`src/rtl/rom_stream_acc.sv`:
```
// Streams NUM_ENTRIES words from an external combinational ROM through a
// valid-tagged register pipeline and sums them into a wrapping or saturating score.
module rom_stream_acc #(
    parameter int DATA_W      = 32,
    parameter int SCORE_W     = 32,
    parameter int ADDR_W      = 8,
    parameter int NUM_ENTRIES = 204,
    parameter int PIPE_STAGES = 3,
    parameter bit SATURATE    = 1'b0
) (
    input  logic               clk,
    input  logic               rst,
    input  logic               start,
    output logic [ADDR_W-1:0]  rom_addr,
    input  logic [DATA_W-1:0]  rom_data,
    output logic               busy,
    output logic               done,
    output logic [SCORE_W-1:0] score,
    output logic               overflow,
    output logic [1:0]         dbg_state
);

    // start is a level sampled only in S_IDLE/S_DONE; there is no ready, a run
    // once launched cannot be stalled, only cancelled by rst.
    typedef enum logic [1:0] {
        S_IDLE  = 2'd0,
        S_RUN   = 2'd1,
        S_DRAIN = 2'd2,
        S_DONE  = 2'd3
    } state_t;

    localparam logic [ADDR_W-1:0] LAST_ADDR = ADDR_W'(NUM_ENTRIES - 1);

    state_t               state, state_nxt;
    logic [ADDR_W-1:0]    addr_q;
    logic [DATA_W-1:0]    stage_data [PIPE_STAGES];
    logic [PIPE_STAGES-1:0] stage_valid;
    logic [SCORE_W-1:0]   score_q;
    logic                 overflow_q;

    logic                 start_ok;
    logic                 last_addr;
    logic                 upstream_valid;
    logic                 acc_en;
    logic                 last_word;
    logic [SCORE_W:0]     sum;

    always_comb begin
        start_ok       = start && (state == S_IDLE || state == S_DONE);
        last_addr      = (addr_q == LAST_ADDR);
        acc_en         = stage_valid[PIPE_STAGES-1];
        upstream_valid = 1'b0;
        for (int i = 0; i < PIPE_STAGES - 1; i++) begin
            upstream_valid = upstream_valid | stage_valid[i];
        end
        // Words enter back to back, so a valid tail with an empty pipe behind it
        // can only be the final word of the run.
        last_word = (state == S_DRAIN) && acc_en && !upstream_valid;
        sum       = {1'b0, score_q} + (SCORE_W + 1)'(stage_data[PIPE_STAGES-1]);
    end

    always_comb begin
        state_nxt = state;
        case (state)
            S_IDLE:  if (start_ok)  state_nxt = S_RUN;
            S_RUN:   if (last_addr) state_nxt = S_DRAIN;
            S_DRAIN: if (last_word) state_nxt = S_DONE;
            S_DONE:  if (start_ok)  state_nxt = S_RUN;
            default: state_nxt = S_IDLE;
        endcase
    end

    always_ff @(posedge clk) begin
        if (rst) begin
            state       <= S_IDLE;
            addr_q      <= '0;
            stage_valid <= '0;
            for (int i = 0; i < PIPE_STAGES; i++) stage_data[i] <= '0;
            score_q     <= '0;
            overflow_q  <= 1'b0;
        end else begin
            state <= state_nxt;
            if (start_ok) begin
                addr_q      <= '0;
                stage_valid <= '0;
                for (int i = 0; i < PIPE_STAGES; i++) stage_data[i] <= '0;
                score_q     <= '0;
                overflow_q  <= 1'b0;
            end else begin
                if (state == S_RUN) addr_q <= addr_q + 1'b1;
                stage_valid[0] <= (state == S_RUN);
                stage_data[0]  <= (state == S_RUN) ? rom_data : '0;
                for (int i = 1; i < PIPE_STAGES; i++) begin
                    stage_valid[i] <= stage_valid[i-1];
                    stage_data[i]  <= stage_data[i-1];
                end
                if (acc_en) begin
                    if (sum[SCORE_W]) begin
                        overflow_q <= 1'b1;
                        score_q    <= SATURATE ? {SCORE_W{1'b1}} : sum[SCORE_W-1:0];
                    end else begin
                        score_q    <= sum[SCORE_W-1:0];
                    end
                end
            end
        end
    end

    assign rom_addr  = (state == S_RUN) ? addr_q : '0;
    assign busy      = (state == S_RUN) || (state == S_DRAIN);
    assign done      = (state == S_DONE);
    assign score     = score_q;
    assign overflow  = overflow_q;
    assign dbg_state = state;

endmodule

```
`config.mk`:
```
export PLATFORM = sky130hd
export DESIGN_NAME = rom_stream_acc
export DESIGN_NICKNAME = d
export VERILOG_FILES = /design/src/rtl/rom_stream_acc.sv
export SDC_FILE = /design/constraint.sdc
export NUM_CORES = 1
export LEC_CHECK = 0
export ABC_CLOCK_PERIOD_IN_PS = 3350
export BUFFER_PORTS_ARGS = -buffer_cell sky130_fd_sc_hd__buf_4
export CAP_MARGIN = 0
export CELL_PAD_IN_SITES_DETAIL_PLACEMENT = 2
export CELL_PAD_IN_SITES_GLOBAL_PLACEMENT = 2
export CORE_ASPECT_RATIO = 0.7
export CORE_UTILIZATION = 35
export CTS_CLUSTER_DIAMETER = 200
export DETAILED_ROUTE_END_ITERATION = 8
export GPL_TIMING_DRIVEN = 0
export PLACE_DENSITY_LB_ADDON = 0.1
export SYNTH_ARGS = -nofsm -noshare
export SYNTH_HDL_FRONTEND = slang
export SYNTH_SLANG_ARGS = --single-unit
```
`constraint.sdc`:
```
create_clock -name clk -period 3.35 [get_ports clk]
set_input_delay 0.335 -clock clk [delete_from_list [all_inputs] [get_ports clk]]
set_output_delay 0.335 -clock clk [all_outputs]
set_load 0.03 [all_outputs]
```
### After elaboration in Yosys (flattened, before gate mapping)

Memories as Yosys holds them, arrays and structs flattened.
Cells that the tools add are included.

| word-level totals | value |
|---|---|
| bits in writable memories | 96 |
| memories | 1 |
| word-level logic and storage cells | 53 |
| bits in read-only memories | 0 |
| bits in latches | 0 |
| register bits | 46 |

Memory list:

| name | depth | bits a word | rd ports | clocked after memory_dff | write ports | line | RTL |
|---|---|---|---|---|---|---|---|
| stage_data | 3 | 32 | 3 | 0 | 3 | 36 | `logic [DATA_W-1:0] stage_data [PIPE_STAGES];` |

| operators by class | value |
|---|---|
| equality and inequality tests | 7 |
| multiplexer cells | 20 |
| reductions and logical operators | 11 |
| $mul | 0 |
| shift-type cells | 0 |
| bitwise operators | 7 |
| $lt $le $gt $ge | 0 |
| divide/modulo/power cells | 0 |
| add/subtract/negate cells | 2 |

Operators by type and width:

| cell | count |
|---|---|
| $mux 32 | 7 |
| $add 32x32->33 | 1 |
| $add 8x1->8 const B | 1 |
| $eq 8x8->1 const B | 1 |
| $mux 1 | 8 |
| $mux 8 | 1 |
| $or 1x1->1 | 7 |
| $mux 2 | 3 |
| $pmux 2 s3 | 1 |
| $eq 2x2->1 const B | 2 |
| $ne 2x2->1 const B | 2 |
| $reduce_or 2->1 | 2 |
| $logic_and 1x1->1 | 3 |
| $reduce_and 3->1 | 1 |
| $eq 2x1->1 const B | 1 |
| $logic_not 2->1 | 1 |
| $logic_or 1x1->1 | 2 |
| $ne 2x1->1 const B | 1 |
| $reduce_and 2->1 | 1 |
| $logic_not 1->1 | 1 |

### Depth between registers and ports, before layout

| depth | value |
|---|---|
| depth after elaboration | 8 |
| depth in mapped cells | 10 |
| depth with buffers taken out | 9 |

### Worst setup path before layout

OpenSTA, ideal clock, no wires.

| path | value |
|---|---|
| kind | register -> register |
| from | register score_q[0] (netlist: score[0]) |
| to | register overflow_q (netlist: overflow) |
| required time | 3.234 ns |
| clock period less this slack | 2.570 ns |
| cell stages (with the launch flop) | 10 |
| path buffers | 0 |
| library setup time | 0.116 ns |
| setup slack | 0.780 ns |
| arrival time | 2.454 ns |
| path through | dfxtp_1 > ha_1 > fa_1 > a21o_1 > a311oi_1 > nor3_2 > o211a_4 > a311oi_2 > nand2_1 > a31o_1 |

| on the way | value |
|---|---|
| word-level cells in the longest chain between the ends | 2 |

Ends and longest elaborated chain:

| what | line | RTL |
|---|---|---|
| start, declared | 38 | `logic [SCORE_W-1:0] score_q;` |
| start signal, assigned | 100 | `score_q <= SATURATE ? {SCORE_W{1'b1}} : sum[SCORE_W-1:0];` |
| start signal, assigned | 102 | `score_q <= sum[SCORE_W-1:0];` |
| $add 32x32->33 | 59 | `sum = {1'b0, score_q} + (SCORE_W + 1)'(stage_data[PIPE_STAGES-1]);` |
| $reduce_and 2->1 (no line) | - |  |
| end signal, assigned | 80 | `overflow_q <= 1'b0;` |
| end signal, assigned | 88 | `overflow_q <= 1'b0;` |
| end signal, assigned | 99 | `overflow_q <= 1'b1;` |
| end, declared | 39 | `logic overflow_q;` |

No other way between the ends.
A chain may end at the register's enable or synchronous reset.

### Final worst setup path

| path | value |
|---|---|
| from | register state[0] (netlist: dbg_state[0]) |
| to | register score_q[10] (netlist: score[10]) |

| on the way | value |
|---|---|
| word-level cells in the longest chain between the ends | 4 |
| elaborated cells on any way between the ends | 5 |

Ends and longest elaborated chain:

| what | line | RTL |
|---|---|---|
| start, declared | 34 | `state_t state, state_nxt;` |
| start signal, assigned | 82 | `state <= state_nxt;` |
| $eq 2x2->1 / $logic_not 2->1 (equally long branches) | 49 | `start_ok = start && (state == S_IDLE \|\| state == S_DONE);` |
| $logic_or 1x1->1 (*) | 49 |  |
| $logic_and 1x1->1 (*) | 49 |  |
| $reduce_or 2->1 (no line) (*) | - |  |

Every way passes the cells marked *; elsewhere a longest branch is shown, timed or not.

==> results.toml <==
[status]
status = "completed"

[setup_path]
crit_arrival_ns = 3.45
crit_chain = "inv_1 -> ha_1 -> a21oi_1 -> nand2_1 -> or4_2 -> nand3_1"
critical_path_buf_inv_count = 1
slowest_delay_ns = 0.79
worstSetupEndpointType = "register"
cp_top_family = "simple AND/OR/NAND/NOR gates"
worst-setup-path-type = "reg -> reg"
crit_fanout = 10
crit_slowest_cell = "or4_2"
startpoint_type = "register"
crit_required_ns = 3.72

[cts]
clk-insertion-delay-late_ns = 0.43
cts_resized = 0
clock-sinks = 142
cts_max_path_buffers = 2
post_cts_buffers = 0
cts_tree = "yes"
htree_levels = 4
clkTransAtPathRegs_ns = 0.07
holdBufCountCts = 0
cts_root_buf = "clkbuf_16"
cts_inserted_buffers = 17

[synth]
synth_cell_types = 72
async_reset_ff_share_pct = 0
synth_edf_count = 96
ys_top_cells_by_count = "edfxtp_1 (96), and2_1 (76), dfxtp_1 (46)"
yosysTopAreaCell = "edfxtp_1"
syn_area_sq_um = 7142
postSynthCellCount = 647
synth_warnings = 0
ys_seq_area_share_pct = 53.26
synth_seq_cells = 142
synth_area_leaders = "edfxtp_1 (40%), dfxtp_1 (13%), and2_1 (6.7%)"
synth.avg_cell_area_sq_um = 11.04
yosys.area.top_type_share_pct = 40.36
ys.flop_type = "edfxtp_1"
yosysMostFrequentCell = "edfxtp_1"

[finish]
fin_area_sq_um = 9042
final_cells = 1123
nNetsFinal = 913
syn_to_final_growth_pct = 26.61
layout-drive-gt1-share_pct = 16.06
fin_util_pct = 45.42
antenna_cells = 0

[pwr]
combPwrFrac_pct = 18.6
sw_frac_of_total_pct = 32.16
leakage_uw = 0.003885
clockPowerShare_pct = 39.3
p_switching_uw = 1627
power_density_nw_per_um2 = 559.3
internal-power_uw = 3431
p_seq_share_pct = 42.1
ir_drop_v = 0.0003859

[die]
start_util_pct = 35.88
ios = 80
die_h_um = 121.5
die_w_um = 172.7
core_sq_um = 19910
die_area_sq_um = 20990
core.rowCount = 43

[drt]
drcViolationCount = 0
drtAntennaViolNets = 0
vias = 5607
postRouteWirelength_um = 22070
wire_per_inst_um = 19.66
drt_iter0_markers = 288
viasPerCell = 4.993
firstDrtPassIters = 4

[timing]
clock.fmax_mhz = 324.7
worst_slack_ns = 0.2700
tns_ns = 0
worst_slew_pin_slew_ns = 0.8718
rsz0062_at_grt = "no"
relSlewSlack_pct = 41.88
setup_viol = 0
fin_worst_skew_ns = 0.01711
finalHoldViolCount = 0
min_period_ns = 3.080
timing.final.crit_share_pct = 91.94
drv_slew = 0

[placed_design]
pre_cts_ws_ns = 0.2824
dpl.hpwl_um = 16120
dpl_cell_area_sq_um = 8429
dp_cells = 1091
portBuffers = 79
gp_congestion = 0.8600

[hold_path]
min_path_type = "in -> reg"

[global_route]
grt_overflow = 0
track_usage_pct = 22.13
antenna_found_initial = 0
grt_pass1_wl_um = 35000
grt_pass1_vias = 6148
grt_max_degree = 18

[flow_run]
drv_cap = 0
-- layer usage --
metal | vias to the layer above | GRT usage [%] | part of all wire (%)
met2 | 99 | 38.23 | 48
li1 | 2689 | - | -
met4 | 0 | 7.135 | 1.4
met3 | 27 | 3.665 | 2.7
met1 | 2792 | 28.45 | 48
met5 | - | 0 | 0
-- cell families (layout without fill, tap and decap cells) --
family | count (synthesis) | after routing | synth area share [%]
simple gates | 261 | 261 | 20.03
buf+inv | 45 | 156 | 2.996
mux | 12 | 12 | 1.699
xor+xnor | 14 | 14 | 1.717
other cells | 1 | 96 | 0.05251
compound gates | 134 | 134 | 13.49
fa+ha+maj | 38 | 38 | 6.762
flops | 142 | 142 | 53.26
-- final timing paths --
path,endpoint,startpoint,slack (ns),cells after the start
min reg2reg,score[17],score[17],0.50,2
max,score[10],dbg_state[0],0.27,6
min,dbg_state[0],rst,0.09,2
max reg2reg,score[10],dbg_state[0],0.27,6
-- cells in the final DEF, fill, tap and decap left out, types with 3 or more instances in the layout --
master | synthesis | layout
conb_1 | 1 | 96
nand3b_1 | 3 | 3
nand3_1 | 22 | 22
o21a_1 | 8 | 8
dfxtp_1 | 46 | 46
nand2_1 | 41 | 41
clkbuf_16 | 0 | 17
nor3_1 | 9 | 9
a21o_1 | 15 | 15
inv_1 | 11 | 11
clkbuf_1 | 23 | 23
and2_1 | 76 | 76
mux2i_1 | 11 | 11
a22oi_1 | 3 | 3
edfxtp_1 | 96 | 96
xnor2_1 | 7 | 7
nand4_1 | 15 | 15
o31ai_1 | 3 | 3
a2111o_1 | 3 | 3
buf_6 | 4 | 4
nor2_1 | 35 | 35
xor2_1 | 7 | 7
o21ai_0 | 18 | 18
and3_1 | 41 | 41
a21oi_1 | 37 | 37
or3_1 | 8 | 8
o21bai_1 | 3 | 3
inv_8 | 0 | 6
clkinv_8 | 0 | 3
buf_2 | 3 | 3
ha_1 | 37 | 37
o211ai_1 | 8 | 8
buf_4 | 0 | 79
a211oi_1 | 4 | 4
-- power groups by stage --
| stage | clock network (uW) | logic (uW) | registers, uW |
|---|---|---|---|
| floorplan | 0 | 558 | 2150 |
| global placement | 0 | 875 | 2150 |
| detailed placement | 0 | 937 | 2160 |
| CTS | 2030 | 953 | 2130 |
| global route | 2080 | 1040 | 2140 |
| finish | 1990 | 943 | 2130 |
-- flip-flops by register name (all words and copies together), names as in the netlist --
register,count
addr_q,8
dbg_state,2
score,32
stage_data,96
overflow,1
stage_valid,3
-- worst register-to-register path, stage by stage, from the launching register on --
cell     delay, ns
dfxtp_1       0.43
inv_1         0.09
ha_1          0.33
a21oi_1       0.69
nand2_1       0.60
or4_2         0.79
nand3_1       0.09
-- layout make-up --
cell class              instances  area, sq um
repair buffers                 79        593.1
clock buffers                  17        425.4
plain buffers                  34        172.7
well taps                     270        337.8
inverters                      11        41.29
multi-input cells             555         3481
fillers                      2117        10860
clock inverters                15        187.7
flip-flops and latches        142         3804
-- per-stage QoR --
stage | power, uW | hold slack [ns]
finish | 5058 | 0.08938
global route | 5263 | 0.08590
CTS | 5113 | 0.07141
detailed placement | 3102 | 0.4688
global placement | 3027 | 0.4390
floorplan | 2711 | 0.4065
Power figures use the tool's default switching activity.
